--- config.mk ---
export PLATFORM = sky130hd
export DESIGN_NAME = multi_wave_gen_flat
export DESIGN_NICKNAME = d
export VERILOG_FILES = /design/src/rtl/multi_wave_gen_if.sv /design/src/rtl/multi_wave_gen.sv /design/src/flat_wrapper.sv
export SDC_FILE = /design/constraint.sdc
export NUM_CORES = 1
export LEC_CHECK = 0
export CORE_MARGIN = 10
export CORE_UTILIZATION = 51
export CTS_CLUSTER_SIZE = 10
export DETAILED_ROUTE_END_ITERATION = 10
export PLACE_DENSITY = 0.78
export SETUP_SLACK_MARGIN = 0.15
export SYNTH_ARGS = -nofsm -noshare
export SYNTH_HDL_FRONTEND = slang
export SYNTH_SLANG_ARGS = --single-unit
--- constraint.sdc ---
create_clock -name clk -period 2.7 [get_ports clk]
set_input_delay 0.405 -clock clk [delete_from_list [all_inputs] [get_ports clk]]
set_output_delay 0.405 -clock clk [all_outputs]
set_load 0.01 [all_outputs]
--- src/rtl/multi_wave_gen_if.sv ---
// Control and sample bus for the multi-mode waveform generator.
// The master drives the tuning and mode controls; the slave returns samples and status.
interface multi_wave_gen_if #(
  parameter int PHASE_W = 32,
  parameter int OUT_W   = 24
);
  logic               en;
  logic [PHASE_W-1:0] ftw_in;
  logic               ftw_load;
  logic [1:0]         mode;
  logic [OUT_W-1:0]   duty;
  logic               phase_sync;
  logic [OUT_W-1:0]   wave_out;
  logic               wrap;
  logic               ftw_pending;

  modport master (
    output en, ftw_in, ftw_load, mode, duty, phase_sync,
    input  wave_out, wrap, ftw_pending
  );

  modport slave (
    input  en, ftw_in, ftw_load, mode, duty, phase_sync,
    output wave_out, wrap, ftw_pending
  );
endinterface

--- src/rtl/multi_wave_gen.sv ---
// Phase-accumulator waveform generator: saw-up, saw-down, triangle and square.
// Tuning-word and mode changes take effect only on period boundaries, so waveforms stay phase-continuous.
module multi_wave_gen #(
  parameter int PHASE_W = 32,
  parameter int OUT_W   = 24
) (
  input  logic           clk,
  input  logic           reset,
  multi_wave_gen_if.slave bus
);

  typedef enum logic [1:0] {
    MODE_SAW_UP   = 2'd0,
    MODE_SAW_DOWN = 2'd1,
    MODE_TRIANGLE = 2'd2,
    MODE_SQUARE   = 2'd3
  } wave_mode_t;

  logic [PHASE_W-1:0] acc;
  logic [PHASE_W-1:0] ftw_act;
  logic [PHASE_W-1:0] ftw_pend;
  logic [1:0]         mode_act;
  logic               pending_q;
  logic               wrap_d;
  logic               wrap_q;
  logic [OUT_W-1:0]   wave_q;

  logic [PHASE_W:0]   sum_ext;
  logic               wrap_evt;
  logic               apply_pt;
  logic [OUT_W-1:0]   p;
  logic [OUT_W-1:0]   t;
  logic [OUT_W-1:0]   sample;

  assign sum_ext  = {1'b0, acc} + {1'b0, ftw_act};
  assign wrap_evt = bus.en & ~bus.phase_sync & sum_ext[PHASE_W];
  // Period boundary: the only points where a new word or mode may take over.
  assign apply_pt = wrap_evt | bus.phase_sync;

  assign p = acc[PHASE_W-1 -: OUT_W];
  assign t = acc[PHASE_W-2 -: OUT_W];

  always_comb begin
    sample = '0;
    case (wave_mode_t'(mode_act))
      MODE_SAW_UP:   sample = p;
      MODE_SAW_DOWN: sample = ~p;
      MODE_TRIANGLE: sample = acc[PHASE_W-1] ? ~t : t;
      MODE_SQUARE:   sample = (p < bus.duty) ? {OUT_W{1'b1}} : '0;
      default:       sample = '0;
    endcase
  end

  always_ff @(posedge clk) begin
    if (reset) begin
      acc <= '0;
    end else if (bus.phase_sync) begin
      acc <= '0;
    end else if (bus.en) begin
      acc <= sum_ext[PHASE_W-1:0];
    end
  end

  // A load while idle or exactly on a boundary applies at once; otherwise it is parked.
  always_ff @(posedge clk) begin
    if (reset) begin
      ftw_act   <= '0;
      ftw_pend  <= '0;
      pending_q <= 1'b0;
    end else if (bus.ftw_load && (!bus.en || apply_pt)) begin
      ftw_act   <= bus.ftw_in;
      pending_q <= 1'b0;
    end else if (bus.ftw_load) begin
      ftw_pend  <= bus.ftw_in;
      pending_q <= 1'b1;
    end else if (apply_pt && pending_q) begin
      ftw_act   <= ftw_pend;
      pending_q <= 1'b0;
    end
  end

  always_ff @(posedge clk) begin
    if (reset) begin
      mode_act <= '0;
    end else if (apply_pt || !bus.en) begin
      mode_act <= bus.mode;
    end
  end

  // The wrap flag is delayed twice so it lines up with the first wrapped sample.
  always_ff @(posedge clk) begin
    if (reset) begin
      wave_q <= '0;
      wrap_d <= 1'b0;
      wrap_q <= 1'b0;
    end else begin
      wave_q <= sample;
      wrap_d <= wrap_evt;
      wrap_q <= wrap_d;
    end
  end

  assign bus.wave_out    = wave_q;
  assign bus.wrap        = wrap_q;
  assign bus.ftw_pending = pending_q;

endmodule

--- src/flat_wrapper.sv ---
// flat-port wrapper written by rule: the top's interface ports become plain ports
module multi_wave_gen_flat 
#(
  parameter int PHASE_W = 32,
  parameter int OUT_W   = 24
)
  (clk, reset, bus_en, bus_ftw_in, bus_ftw_load, bus_mode, bus_duty, bus_phase_sync, bus_wave_out, bus_wrap, bus_ftw_pending);
  multi_wave_gen_if #(.PHASE_W(PHASE_W), .OUT_W(OUT_W)) bus_i ();
  input  logic clk;
  input  logic reset;
  input wire logic [$bits(bus_i.en)-1:0] bus_en;
  input wire logic [$bits(bus_i.ftw_in)-1:0] bus_ftw_in;
  input wire logic [$bits(bus_i.ftw_load)-1:0] bus_ftw_load;
  input wire logic [$bits(bus_i.mode)-1:0] bus_mode;
  input wire logic [$bits(bus_i.duty)-1:0] bus_duty;
  input wire logic [$bits(bus_i.phase_sync)-1:0] bus_phase_sync;
  output wire logic [$bits(bus_i.wave_out)-1:0] bus_wave_out;
  output wire logic [$bits(bus_i.wrap)-1:0] bus_wrap;
  output wire logic [$bits(bus_i.ftw_pending)-1:0] bus_ftw_pending;
  assign bus_i.en = bus_en;
  assign bus_i.ftw_in = bus_ftw_in;
  assign bus_i.ftw_load = bus_ftw_load;
  assign bus_i.mode = bus_mode;
  assign bus_i.duty = bus_duty;
  assign bus_i.phase_sync = bus_phase_sync;
  assign bus_wave_out = bus_i.wave_out;
  assign bus_wrap = bus_i.wrap;
  assign bus_ftw_pending = bus_i.ftw_pending;
  multi_wave_gen #(.PHASE_W(PHASE_W), .OUT_W(OUT_W)) u_core (.clk(clk), .reset(reset), .bus(bus_i));
endmodule
### Word-level counts from Yosys, hierarchy flattened

Index checks and enable logic that the tools add are counted.

* shift-type cells: 0
* magnitude comparators: 1
* multiply operators: 0
* reduce and logical (&&, ||, !) cells: 11
* muxes and demuxes: 8
* divide/modulo/power cells: 0
* equality and inequality tests: 4
* add/subtract/negate cells: 1
* bitwise gates (word level): 7

Operator list (number)
* two-way mux 32 bit: 3
* one-hot mux 24 bit (4 select lines): 1
* two-way mux 24 bit: 2
* NOT 24 bit: 2
* adder 32 x 32 -> 33 bit: 1
* less-than comparator 24 bit: 1
* == test 2 bit, second input constant: 2
* AND reduction 2 bit: 2
* nonzero test 2 bit: 2
* OR reduction 2 bit: 2
* bitwise AND 1 bit: 2
* == test 2 x 1 -> 1 bit, second input constant: 1
* logical AND 1 bit: 2
* logical NOT 2 bit: 1
* two-way mux 1 bit: 2
* inequality test 2 x 1 -> 1 bit, second input constant: 1
* NOT 1 bit: 2
* logical NOT 1 bit: 1
* logical OR 1 bit: 1
* bitwise OR 1 bit: 1

* input bits: 63
* latch bits: 0
* bits in read-only memories: 0
* memories kept: 0
* logic and storage cells: 40
* memory bits (writable): 0
* register bits after elaboration: 125
* output and inout bits: 26

### Depth between registers and ports, before layout

* word-level depth: 8
* mapped depth: 13
* depth with buffers taken out: 11

### Least setup slack after synthesis

Ideal clock, no wire load.

* path kind: reg2reg
* start: register u_core.ftw_act[0]
* end: register u_core.ftw_pend[1]
* setup time: 0.128 ns
* required time: 2.572 ns
* cell stages (with the launch flop): 14
* arrival time: 2.771 ns
* period minus slack after synthesis: 2.898 ns
* path buffers: 2
* slack: -0.198 ns
* cell sequence: dfxtp_1 > ha_1 > fa_1 > a21oi_1 > nor2b_1 > a311o_1 > a31o_1 > o21ai_1 > nand4_2 > or2_1 > buf_6 > buf_6 > mux2i_1 > nor2_1

* longest elaborated chain between the ends: 7

RTL lines
* from (decl): RTL line multi_wave_gen.sv:20 `logic [PHASE_W-1:0] ftw_act;`
* from (signal assigned): RTL line multi_wave_gen.sv:71 `ftw_act <= bus.ftw_in;`
* from (signal assigned): RTL line multi_wave_gen.sv:77 `ftw_act <= ftw_pend;`
* adder 32 x 32 -> 33 bit: RTL line multi_wave_gen.sv:35 `assign sum_ext = {1'b0, acc} + {1'b0, ftw_act};`
* bitwise AND 1 bit: RTL line multi_wave_gen.sv:36 `assign wrap_evt = bus.en & ~bus.phase_sync & sum_ext[PHASE_W];`
* bitwise OR 1 bit: RTL line multi_wave_gen.sv:38 `assign apply_pt = wrap_evt | bus.phase_sync;`
* logical OR 1 bit: RTL line multi_wave_gen.sv:70 `end else if (bus.ftw_load && (!bus.en || apply_pt)) begin`
* logical AND 1 bit: RTL line multi_wave_gen.sv:70
* NOT 1 bit (no source line)
* AND reduction 2 bit (no source line)
* to (signal assigned): RTL line multi_wave_gen.sv:74 `ftw_pend <= bus.ftw_in;`
* to (decl): RTL line multi_wave_gen.sv:21 `logic [PHASE_W-1:0] ftw_pend;`

Every way passes these cells.
A chain may end at the register's enable or synchronous reset.

### Worst setup path in the final report

* start: register u_core.ftw_act[7]
* end: register u_core.ftw_act[18]

* longest elaborated chain between the ends: 7
* elaborated cells on any way between the ends: 10
* those cells by class: add/sub: 1; eq/ne: 1; mux: 1; bitwise: 2; reduce/logical: 5

RTL lines (RTL line)
* adder 32 x 32 -> 33 bit *: multi_wave_gen.sv:35
* bitwise AND 1 bit *: multi_wave_gen.sv:36
* bitwise OR 1 bit *: multi_wave_gen.sv:38
* logical OR 1 bit: multi_wave_gen.sv:70
* logical AND 1 bit: multi_wave_gen.sv:70
* inequality test 2 x 1 -> 1 bit (no source line) or nonzero test 2 bit (tied branches)
* AND reduction 2 bit (no source line)

Every way passes the cells marked *; elsewhere a longest branch is shown, timed or not.

==> results.yml <==
synthesis:
  synth_fa_ha_area_frac: 0.0990
  synth_compound_area_frac: 0.181
  syn_area_per_cell_um2: 8.34
  postSynthCellCount: 858
  synth_simple_gate_area_frac: 0.171
  yosysWarnings: 0
  synth_xor_area_frac: 0.0649
  synth_area_um2: 7150
  synth.ff_latch_count: 125
  async_flop_share: 0
  synth_edf_count: 0
  synth_top_family_by_area: "compound AO/OA/AOI/OAI gates"
  muxShareOfSynthArea: 0.0812
  yosysUniqueCellTypes: 50
  synthFlopType: "dfxtp_1"
  ys_seq_area_frac: 0.350
  synth_fp_nets: 977
floorplan:
  dieArea_um2: 19200
  die_h_um: 138
  start_util: 0.517
  coreArea_um2: 13800
  io_pins: 89
  num_rows: 43
  die_x_um: 138
grt:
  grt_first_pass_wirelength_mm: 32.2
  busiest_layer: "met2"
  grt_antenna_before_repair: 0
  grt_util_met3: 0.0555
  gr-usage-met2: 0.338
  grt_pass1_vias: 6547
  met1_usage: 0.235
  track_usage: 0.200
  grt_max_degree: 48
  grt_overflow: 0
route:
  ant_nets: 0
  drc: 0
  drt-total-wl_mm: 22.0
  vias: 6818
  wl_per_cell_um: 18.6
  dr.pass1.iters: 6
  drt_iter0_drc: 594
  via_per_inst: 5.76
timing:
  setup_viol: 27
  post-route-period-util: 1.02
  max_slew_margin: 0.531
  fmax_mhz: 362
  layout_setup_ws_ps: -63.0
  skew_ps: 8.54
  rsz0062_at_grt: "true"
  hold_viol: 0
  period_minus_slack_ps: 2760
  finalMaxSlewViolations: 0
  worst_pin_slew_ps: 704
run_status:
  violations: "setup timing"
  status: "finished with violations"
critical_path:
  worst-setup-path-type: "flop to flop"
  critPathRequiredTime_ps: 2990
  cp-start-kind: "flop"
  end_kind: "flop"
  timing.rr.start: "u_core.ftw_act[7]"
  arrival_ps: 3060
  path_max_fanout: 12
  critPathLaunch: "u_core.ftw_act[7]"
worst_hold_path:
  hp-start: "reset"
  hold_path.class: "input pin to flop"
clocking:
  cts_htree_levels: 4
  clock_latency_ps: 430
  clockBufferDepth: 2
  cts-root-buf: "clkbuf_16"
  cts_buffers: 17
  clk_pin_slew_ps: 60
  cts_tree: "built"
  cts_sinks: 125
placement:
  io_buffers: 88
  dp_hpwl_mm: 13.1
  gp_congestion: 0.892
  dp_cells: 1135
  place_area_um2: 8620
pwr:
  ir_drop_uv: 461
  pwr_density_cell_nw_per_um2: 536
  p_leak_nw: 4.55
final_layout:
  n_antenna_cell: 0
  fill_cells: 984
  syn2layout_area_growth_pct: 38.8
  finalNetCount: 1110
  design_area_um2: 9930
  final_cells: 1184
  drive_above_1_share: 0.200
run:
  maxCapViolations: 0
worst max-delay path, cell delays in order, from the launching register on:
cell	delay (ps)
dfxtp_1	320
ha_1	370
a21oi_1	230
o21ai_0	160
a31o_2	280
a31o_1	210
o21ai_2	140
nand4_2	130
buf_6	150
a21boi_4	160
clkbuf_16	210
o22ai_1	190
nor3_1	70
registers in the layout (all words and copies together), names as in the netlist:
signal	cells
u_core.bus.wave_out	24
u_core.wrap_d	1
u_core.ftw_pend	32
u_core.mode_act	2
u_core.bus.ftw_pending	1
u_core.acc	32
u_core.ftw_act	32
u_core.bus.wrap	1
final cells by class:
cell class,instances,area [um^2],area share
sequential,125,2510,0.253
clock buffer,17,425,0.0429
multi-input combinational,653,4850,0.488
tap,180,225,0.0227
timing repair buffer,161,1620,0.163
clock inverter,15,174,0.0175
inverter,33,124,0.0125
placed cells by master (no fill, tap or decap), drive strengths merged, types with 2 or more instances in the layout:
cell type / n
dfxtp: 125
clkinvlp: 5
nor3: 34
or3: 2
and3: 5
o22ai: 35
nand2: 70
nor2b: 8
bufinv: 3
a21o: 22
a211oi: 28
a31oi: 3
clkdlybuf4s50: 86
nor2: 139
o21bai: 5
ha: 55
clkbuf: 22
a311oi: 5
a31o: 5
a21oi: 34
o31ai: 4
mux2i: 58
a221o: 2
xnor2: 39
clkinv: 7
a211o: 6
nand3: 5
o21a: 5
o21ai: 41
nand2b: 3
inv: 33
nand4: 10
or2: 3
and2: 4
a21boi: 2
xor2: 14
buf: 70
per-stage QoR:
stage | TNS (ps) | utilization | total power [W] | setup slack [ps] | hold slack [ps]
after floorplan | 0 | - | 0.00255 | 1.44 | 414
after CTS | -397 | 0.683 | 0.00523 | -35.3 | 410
after detailed placement | -8980 | 0.623 | 0.00287 | -346 | 465
after global routing | -8910 | 0.718 | 0.00551 | -181 | 432
final | -452 | 0.718 | 0.00533 | -63.0 | 424
after global placement | -6770 | 0.623 | 0.00285 | -243 | 460
final timing paths:
path                    endpoint  slack, ps  cells past startpoint
max reg2reg   u_core.ftw_act[18]        -60                     12
min          u_core.ftw_pend[13]        420                      2
max           u_core.ftw_act[18]        -60                     12
min reg2reg    u_core.ftw_act[0]        480                      2
cells by family (layout without fill, tap and decap cells):
| logic type | count (synthesis) | count (layout) |
|---|---|---|
| muxes | 58 | 58 |
| buffers and inverters | 83 | 226 |
| and+or+nand+nor | 285 | 285 |
| xor gates and xnor gates | 53 | 53 |
| adders and majority gates | 56 | 56 |
| DFF | 125 | 125 |
| AOI/OAI and AO/OA | 198 | 201 |
where the power goes:
group | leakage, nW | internal, W | switching [W]
clock | 0.281 | 0.00144 | 0.000884
sequential | 1.03 | 0.00195 | 0.0000751
combinational | 3.24 | 0.000484 | 0.000490
total | 4.55 | 0.00388 | 0.00145
synth_stat cells, types with 2 or more instances:
cell type / instances / share of area
a211o_1: 2 / 0.0024
a211oi_1: 28 / 0.029
a21o_1: 22 / 0.023
a21oi_1: 34 / 0.024
a221o_1: 2 / 0.0028
a311oi_1: 4 / 0.0049
a31o_2: 4 / 0.0049
a31oi_1: 3 / 0.0026
and2_1: 4 / 0.0035
and3_1: 5 / 0.0044
buf_1: 3 / 0.0016
buf_2: 4 / 0.0028
buf_4: 3 / 0.0031
buf_6: 7 / 0.011
clkbuf_1: 33 / 0.017
dfxtp_1: 125 / 0.35
ha_1: 55 / 0.096
inv_1: 33 / 0.017
mux2i_1: 58 / 0.081
nand2_1: 70 / 0.037
nand2b_1: 3 / 0.0026
nand3_1: 5 / 0.0035
nand4_1: 9 / 0.0079
nor2_1: 139 / 0.073
nor2b_1: 8 / 0.0070
nor3_1: 34 / 0.024
o21a_1: 5 / 0.0052
o21ai_0: 39 / 0.027
o21ai_1: 2 / 0.0014
o21bai_1: 5 / 0.0052
o22ai_1: 35 / 0.031
o31ai_1: 4 / 0.0042
or2_2: 2 / 0.0017
or3_1: 2 / 0.0017
xnor2_1: 39 / 0.048
xor2_1: 14 / 0.017
metal layers:
layer	up-vias	routed length, um
li1	3301	-
met1	3209	9200
met2	256	10600
met3	52	1620
met4	0	566
met5	-	0
what timing repair did:
item                                    4_1_cts  5_1_grt
endpoints found under the setup margin       94      104
cloned                                        3        7
hold buffers                                  0        0
resized for setup                            25       66
buffers inserted                              5        2
pin swaps                                     7       16
(Power assumes the default switching activity.)
